===== src/rtl/fir_pkg.sv =====
// -----------------------------------------------------------------------------
// fir_pkg
// Shared definitions for the FIR coefficient loader: default widths and depths,
// the loader state encoding and a helper that sizes the tap index register.
// -----------------------------------------------------------------------------
package fir_pkg;

  localparam int FIR_DATA_W     = 8;
  localparam int FIR_NUM_TAPS   = 3;
  localparam int FIR_FIFO_DEPTH = 4;

  // Loader states: STREAM forwards buffered samples, LOAD drives coefficients.
  typedef enum logic [0:0] {
    ST_STREAM = 1'b0,
    ST_LOAD   = 1'b1
  } fir_state_e;

  // Width of a counter that indexes n items (at least one bit).
  function automatic int idx_width(input int n);
    return (n > 1) ? $clog2(n) : 1;
  endfunction

  localparam int FIR_TAP_IDX_W = idx_width(FIR_NUM_TAPS);

endpackage


===== src/rtl/fir_sample_fifo.sv =====
// -----------------------------------------------------------------------------
// fir_sample_fifo
// Small synchronous FIFO that holds input samples while the loader is busy
// driving a coefficient sequence. DEPTH must be a power of two so the read and
// write pointers wrap naturally.
//
// Ports:
//   clk, rst_n     clock, synchronous active-low reset (flushes the FIFO)
//   push_i         write push_data_i (ignored when full)
//   push_data_i    sample to store
//   pop_i          drop the head entry (ignored when empty)
//   head_o         current head entry, valid when !empty_o
//   full_o         count == DEPTH
//   empty_o        count == 0
//   count_o        number of stored entries
// -----------------------------------------------------------------------------
module fir_sample_fifo
  import fir_pkg::*;
#(
  parameter int DATA_W = FIR_DATA_W,
  parameter int DEPTH  = FIR_FIFO_DEPTH
) (
  input  logic                       clk,
  input  logic                       rst_n,
  input  logic                       push_i,
  input  logic [DATA_W-1:0]          push_data_i,
  input  logic                       pop_i,
  output logic [DATA_W-1:0]          head_o,
  output logic                       full_o,
  output logic                       empty_o,
  output logic [$clog2(DEPTH+1)-1:0] count_o
);

  localparam int PTR_W = idx_width(DEPTH);
  localparam int CNT_W = $clog2(DEPTH + 1);
  localparam logic [CNT_W-1:0] FULL_CNT = CNT_W'(DEPTH);

  logic [DATA_W-1:0] mem_q [DEPTH];
  logic [PTR_W-1:0]  wr_q, wr_d;
  logic [PTR_W-1:0]  rd_q, rd_d;
  logic [CNT_W-1:0]  cnt_q, cnt_d;
  logic              do_push_s, do_pop_s;

  assign full_o    = (cnt_q == FULL_CNT);
  assign empty_o   = (cnt_q == '0);
  assign count_o   = cnt_q;
  assign head_o    = mem_q[rd_q];
  assign do_push_s = push_i && !full_o;
  assign do_pop_s  = pop_i && !empty_o;

  // Next pointer and occupancy values.
  always_comb begin
    wr_d  = wr_q;
    rd_d  = rd_q;
    cnt_d = cnt_q;
    if (do_push_s) begin
      wr_d = wr_q + 1'b1;
    end else begin
      wr_d = wr_q;
    end
    if (do_pop_s) begin
      rd_d = rd_q + 1'b1;
    end else begin
      rd_d = rd_q;
    end
    // Simultaneous push and pop leaves the occupancy unchanged.
    case ({do_push_s, do_pop_s})
      2'b10:   cnt_d = cnt_q + 1'b1;
      2'b01:   cnt_d = cnt_q - 1'b1;
      default: cnt_d = cnt_q;
    endcase
  end

  // Pointer and occupancy registers.
  always_ff @(posedge clk) begin
    if (!rst_n) begin
      wr_q  <= '0;
      rd_q  <= '0;
      cnt_q <= '0;
    end else begin
      wr_q  <= wr_d;
      rd_q  <= rd_d;
      cnt_q <= cnt_d;
    end
  end

  // Sample storage; contents are don't-care until written.
  always_ff @(posedge clk) begin
    if (do_push_s) begin
      mem_q[wr_q] <= push_data_i;
    end
  end

endmodule


===== src/rtl/fir_coeff_loader.sv =====
// -----------------------------------------------------------------------------
// fir_coeff_loader
// Drives the FIR core input port. In STREAM it forwards buffered samples one per
// cycle; on cfg_load it snapshots the coefficient vector and plays it out on
// fir_x_n with fir_set_coeffs high for NUM_TAPS cycles. Samples arriving during
// a load are buffered in fir_sample_fifo and forwarded afterwards.
//
// Ports:
//   clk, rst_n       clock, synchronous active-low reset
//   in_sample        incoming signed sample
//   in_valid         in_sample valid
//   in_ready         buffer has room; transfer when in_valid && in_ready
//   cfg_coeffs       coefficient k at bits [k*DATA_W +: DATA_W]
//   cfg_load         load request, honoured only in STREAM
//   cfg_busy         high while coefficients are being driven
//   cfg_done         one-cycle pulse after the last coefficient
//   fir_x_n          sample or coefficient to the FIR core
//   fir_tvalid       fir_x_n carries a sample
//   fir_set_coeffs   fir_x_n carries a coefficient
// -----------------------------------------------------------------------------
module fir_coeff_loader
  import fir_pkg::*;
#(
  parameter int DATA_W     = FIR_DATA_W,
  parameter int NUM_TAPS   = FIR_NUM_TAPS,
  parameter int FIFO_DEPTH = FIR_FIFO_DEPTH
) (
  input  logic                       clk,
  input  logic                       rst_n,
  input  logic [DATA_W-1:0]          in_sample,
  input  logic                       in_valid,
  output logic                       in_ready,
  input  logic [NUM_TAPS*DATA_W-1:0] cfg_coeffs,
  input  logic                       cfg_load,
  output logic                       cfg_busy,
  output logic                       cfg_done,
  output logic [DATA_W-1:0]          fir_x_n,
  output logic                       fir_tvalid,
  output logic                       fir_set_coeffs
);

  localparam int IDX_W = idx_width(NUM_TAPS);
  localparam int CNT_W = $clog2(FIFO_DEPTH + 1);
  localparam logic [IDX_W-1:0] LAST_TAP = IDX_W'(NUM_TAPS - 1);
  localparam logic [CNT_W-1:0] FULL_CNT = CNT_W'(FIFO_DEPTH);

  fir_state_e        state_q, state_d;
  logic [IDX_W-1:0]  tap_q, tap_d;
  logic [DATA_W-1:0] coeff_q [NUM_TAPS];
  logic [DATA_W-1:0] coeff_d [NUM_TAPS];
  logic [DATA_W-1:0] x_q, x_d;
  logic              tvalid_q, tvalid_d;
  logic              set_q, set_d;
  logic              busy_q, busy_d;
  logic              done_q, done_d;

  logic              push_s, pop_s;
  logic              fifo_full_s, fifo_empty_s;
  logic [DATA_W-1:0] fifo_head_s;
  logic [CNT_W-1:0]  fifo_count_s;

  assign in_ready = (fifo_count_s != FULL_CNT);
  assign push_s   = in_valid && !fifo_full_s;

  fir_sample_fifo #(
    .DATA_W (DATA_W),
    .DEPTH  (FIFO_DEPTH)
  ) u_fifo (
    .clk         (clk),
    .rst_n       (rst_n),
    .push_i      (push_s),
    .push_data_i (in_sample),
    .pop_i       (pop_s),
    .head_o      (fifo_head_s),
    .full_o      (fifo_full_s),
    .empty_o     (fifo_empty_s),
    .count_o     (fifo_count_s)
  );

  // Next-state and output decode for the STREAM/LOAD controller.
  always_comb begin
    state_d  = state_q;
    tap_d    = tap_q;
    coeff_d  = coeff_q;
    x_d      = '0;
    tvalid_d = 1'b0;
    set_d    = 1'b0;
    busy_d   = 1'b0;
    done_d   = 1'b0;
    pop_s    = 1'b0;
    case (state_q)
      ST_STREAM: begin
        // set_q still high means this is the first STREAM cycle after a load:
        // that cycle reports completion and forwards no sample, so cfg_done
        // never coincides with fir_tvalid.
        done_d = set_q;
        if (cfg_load) begin
          for (int k = 0; k < NUM_TAPS; k++) begin
            coeff_d[k] = cfg_coeffs[k*DATA_W +: DATA_W];
          end
          tap_d   = '0;
          state_d = ST_LOAD;
        end else if (!set_q && !fifo_empty_s) begin
          pop_s    = 1'b1;
          x_d      = fifo_head_s;
          tvalid_d = 1'b1;
        end else begin
          state_d = ST_STREAM;
        end
      end
      ST_LOAD: begin
        set_d  = 1'b1;
        busy_d = 1'b1;
        x_d    = coeff_q[tap_q];
        if (tap_q == LAST_TAP) begin
          tap_d   = '0;
          state_d = ST_STREAM;
        end else begin
          tap_d = tap_q + 1'b1;
        end
      end
      default: begin
        tap_d   = '0;
        state_d = ST_STREAM;
      end
    endcase
  end

  // Controller state, coefficient snapshot and registered outputs.
  always_ff @(posedge clk) begin
    if (!rst_n) begin
      state_q  <= ST_STREAM;
      tap_q    <= '0;
      x_q      <= '0;
      tvalid_q <= 1'b0;
      set_q    <= 1'b0;
      busy_q   <= 1'b0;
      done_q   <= 1'b0;
      for (int k = 0; k < NUM_TAPS; k++) begin
        coeff_q[k] <= '0;
      end
    end else begin
      state_q  <= state_d;
      tap_q    <= tap_d;
      x_q      <= x_d;
      tvalid_q <= tvalid_d;
      set_q    <= set_d;
      busy_q   <= busy_d;
      done_q   <= done_d;
      coeff_q  <= coeff_d;
    end
  end

  assign fir_x_n        = x_q;
  assign fir_tvalid     = tvalid_q;
  assign fir_set_coeffs = set_q;
  assign cfg_busy       = busy_q;
  assign cfg_done       = done_q;

endmodule


===== config.mk =====
export PLATFORM = sky130hd
export DESIGN_NAME = fir_coeff_loader
export DESIGN_NICKNAME = d
export VERILOG_FILES = /design/src/rtl/fir_pkg.sv /design/src/rtl/fir_sample_fifo.sv /design/src/rtl/fir_coeff_loader.sv
export SDC_FILE = /design/constraint.sdc
export NUM_CORES = 1
export LEC_CHECK = 0
export CAP_MARGIN = 0
export CORE_MARGIN = 10
export CORE_UTILIZATION = 57
export CTS_CLUSTER_DIAMETER = 50
export DETAILED_ROUTE_END_ITERATION = 10
export PLACE_DENSITY = 0.86
export SYNTH_ARGS = -nofsm -noshare
export SYNTH_HDL_FRONTEND = slang
export SYNTH_SLANG_ARGS = --single-unit

===== constraint.sdc =====
create_clock -name clk -period 3.1 [get_ports clk]
set_input_delay 0.62 -clock clk [delete_from_list [all_inputs] [get_ports clk]]
set_output_delay 0.62 -clock clk [all_outputs]
set_load 0.01 [all_outputs]

==> results.sh <==
export IMPL_grt_antenna_before_repair=0
export IMPL_cts_sinks=79
export IMPL_drt_initial_drc_count=115
export IMPL_worstSetupEndpointType="register"
export IMPL_core_sq_um=5170
export IMPL_grt_pass1_wl_mm=10.1
export IMPL_diodes=0
export IMPL_grt_pass1_vias=2067
export IMPL_area_delta_synth_final_pct=21.4
export IMPL_syn_area_sq_um=3090
export IMPL_detailedPlacementHpwl_mm=4.23
export IMPL_start_util_pct=59.7
export IMPL_wl_per_cell_um=15.4
export IMPL_leakage_nw=1.38
export IMPL_grt_usage_pct=14.5
export IMPL_route_detailed_drc=0
export IMPL_gp_congestion=0.773
export IMPL_grt_max_degree=34
export IMPL_portBuffers=48
export IMPL_finalPower_mw=2.22
export IMPL_ant_nets=0
export IMPL_slowest_delay_ns=0.48
export IMPL_cp_required_ns=3.37
export IMPL_finalCritPeriodShare_pct=82.1
export IMPL_final_min_clock_period_ns=2.55
export IMPL_ys_seq_area_share_pct=61.5
export IMPL_ctsHoldBuffers=0
export IMPL_max_cap_viol_count=0
export IMPL_routed_via_density=5.32
export IMPL_crit_fanout=5
export IMPL_cts_tree="done"
export IMPL_insertion_delay_ns=0.34
export IMPL_cp_slowest_cell="clkdlybuf4s50_1"
export IMPL_path_buf_inv=2
export IMPL_row_count=26
export IMPL_synthCells=271
export IMPL_grt_ovfl_total=0
export IMPL_die_w_um=93.6
export IMPL_finalHoldViolations=0
export IMPL_drt_wl_total_mm=5.98
export IMPL_io_pins=49
export IMPL_hold_class="reg -> reg"
export IMPL_status="finished clean"
export IMPL_clk_path_buf_depth=2
export IMPL_cts_root_buffer="clkbuf_8"
export IMPL_yosys_register_bits=79
export IMPL_die_h_um=93.6
export IMPL_cp_data_arrival_time_ns=2.82
export IMPL_max_slew_margin_pct=44.2
export IMPL_cts_resized=0
export IMPL_path_clk_slew_ns=0.07
export IMPL_nFillCells=345
export IMPL_drv_slew=0
export IMPL_path_class="in -> reg"
export IMPL_syn_nets=313
export IMPL_synth_distinct_cells=33
export IMPL_layout_drive_gt1_share_pct=7.52
export IMPL_fin_skew_ns=0.00909
export IMPL_tns_ns=0
export IMPL_rsz0062_at_grt="no"
export IMPL_die_area_sq_um=8770
export IMPL_dr_pass1_iters=4
export IMPL_fmax_mhz=393
export IMPL_power_density_nw_per_um2=592
export IMPL_avgSynthCellArea_sq_um=11.4
export IMPL_cp_top_family="simple AND/OR/NAND/NOR gates"
export IMPL_yosysWarnings=0
export IMPL_post_cts_buffers=0
export IMPL_htree_levels=3
export IMPL_start_kind="input port"
export IMPL_cts_buffers=9
export IMPL_vdd_drop_max_mv=0.437
export IMPL_setup_viol=0
export IMPL_vias=2071
export IMPL_worstPathCellList="clkdlybuf4s50_1 -> or3_4 -> nor2_1 -> ha_1 -> inv_1 -> fa_1 -> xor2_1 -> or3_1 -> a21oi_1"
export IMPL_nets=356
export IMPL_worst_pin_slew_ns=0.836
## tightest hold or removal path: cells and delay by family (launching register included)
family	cells	cell delay, ns
AOI/OAI and AO/OA	1	0.05
DFF	1	0.31
and+or+nand+nor	1	0.05
## final timing paths
check,start,end,slack [ns],depth (start not counted)
max,cfg_load,u_fifo.count_o[2],0.55,9
min,coeff_q[15],coeff_q[15],0.46,2
max reg2reg,u_fifo.count_o[2],u_fifo.count_o[2],0.77,8
min reg2reg,coeff_q[15],coeff_q[15],0.46,2
## cell usage in the layout (no fill, tap or decap), types with 2 or more instances in the layout
cell,n
a21o_1,2
a21oi_1,31
a2bb2oi_1,8
and3_1,4
buf_4,2
clkbuf_1,3
clkbuf_8,10
clkdlybuf4s50_1,48
dfxtp_1,47
edfxtp_1,32
ha_1,5
inv_1,15
inv_4,2
mux2i_1,9
mux4_2,8
nand2_1,52
nand2b_1,2
nand3_1,4
nor2_1,7
nor2b_1,2
nor3_1,2
o21ai_0,2
o22ai_1,8
or3_1,3
xor2_1,2
## flip-flops by register name (all words and copies together), names as in the netlist, named ones only
| register | count |
|---|---|
| u_fifo.count_o | 3 |
| u_fifo.rd_q | 2 |
| cfg_busy | 1 |
| fir_x_n | 8 |
| u_fifo.wr_q | 2 |
| state_q | 1 |
| tap_q | 2 |
| u_fifo.mem_q | 32 |
| fir_tvalid | 1 |
| cfg_done | 1 |
| coeff_q | 24 |
## metrics by stage
step / area, sq um / setup slack [ns] / std cells / utilization [%] / hold WS [ns]
final: 3750 / 0.553 / 389 / 72.5 / 0.457
after global routing: 3750 / 0.450 / 389 / 72.5 / 0.477
after CTS: 3750 / 0.553 / 389 / 72.5 / 0.458
after detailed placement: 3590 / 0.218 / 373 / 69.3 / 0.448
after global placement: 3590 / 0.303 / 373 / 69.3 / 0.443
after floorplan: 3090 / 0.841 / 271 / - / 0.436
## layout make-up
type / instances / area (sq um) / area share (%)
flip-flops and latches: 79 / 1900 / 50.7
multi-input cells: 158 / 1040 / 27.7
repair buffers: 50 / 495 / 13.2
clock buffers: 13 / 149 / 3.97
well taps: 70 / 87.6 / 2.33
inverters: 16 / 60.1 / 1.60
clock inverters: 3 / 17.5 / 0.467
## cell usage after synthesis
cell / count / area, sq um
a211oi_1: 1 / 7.51
nand3b_1: 1 / 7.51
nor3b_1: 1 / 7.51
mux2i_1: 9 / 90.1
nand2_1: 52 / 195
ha_1: 5 / 62.6
o22ai_1: 8 / 50.1
a21oi_1: 31 / 155
buf_1: 1 / 3.75
nor2_1: 7 / 26.3
and3_1: 4 / 25.0
fa_1: 1 / 20.0
inv_1: 15 / 56.3
nand3_1: 4 / 20.0
or3_1: 3 / 18.8
buf_2: 7 / 35.0
nor3_1: 2 / 10.0
buf_4: 1 / 7.51
a21o_1: 2 / 15.0
nand2b_1: 2 / 12.5
buf_6: 1 / 11.3
a2bb2oi_1: 8 / 70.1
or3b_1: 1 / 8.76
nor2b_1: 2 / 12.5
clkbuf_1: 8 / 30.0
a22oi_1: 1 / 7.51
dfxtp_1: 47 / 941
xor2_1: 2 / 17.5
clkinv_1: 1 / 3.75
mux4_2: 8 / 180
or3_4: 1 / 11.3
edfxtp_1: 32 / 961
o21ai_0: 2 / 10.0
## cells by family (layout without fill, tap and decap cells)
family	Yosys count	in the layout	synth area share (%)
DFF	79	79	61.5
buffers and inverters	34	82	4.78
adders and majority gates	6	6	2.67
xor gates and xnor gates	2	2	0.567
muxes	17	17	8.74
and+or+nand+nor	80	80	11.5
AOI/OAI and AO/OA	53	53	10.2
## where the power goes
group / switching, mW / total [mW] / internal [mW]
clock: 0.343 / 0.657 / 0.313
combinational: 0.162 / 0.343 / 0.181
sequential: 0.0592 / 1.22 / 1.16
total: 0.565 / 2.22 / 1.66
## routing by layer
| layer | global-route usage (%) | vias up | share of wire [%] |
|---|---|---|---|
| met4 | 5.70 | 0 | 2.3 |
| met1 | 17.4 | 979 | 42 |
| met2 | 23.8 | 50 | 51 |
| li1 | - | 1028 | - |
| met5 | 0 | - | 0 |
| met3 | 4.64 | 14 | 4.9 |
(Power assumes the default switching activity.)
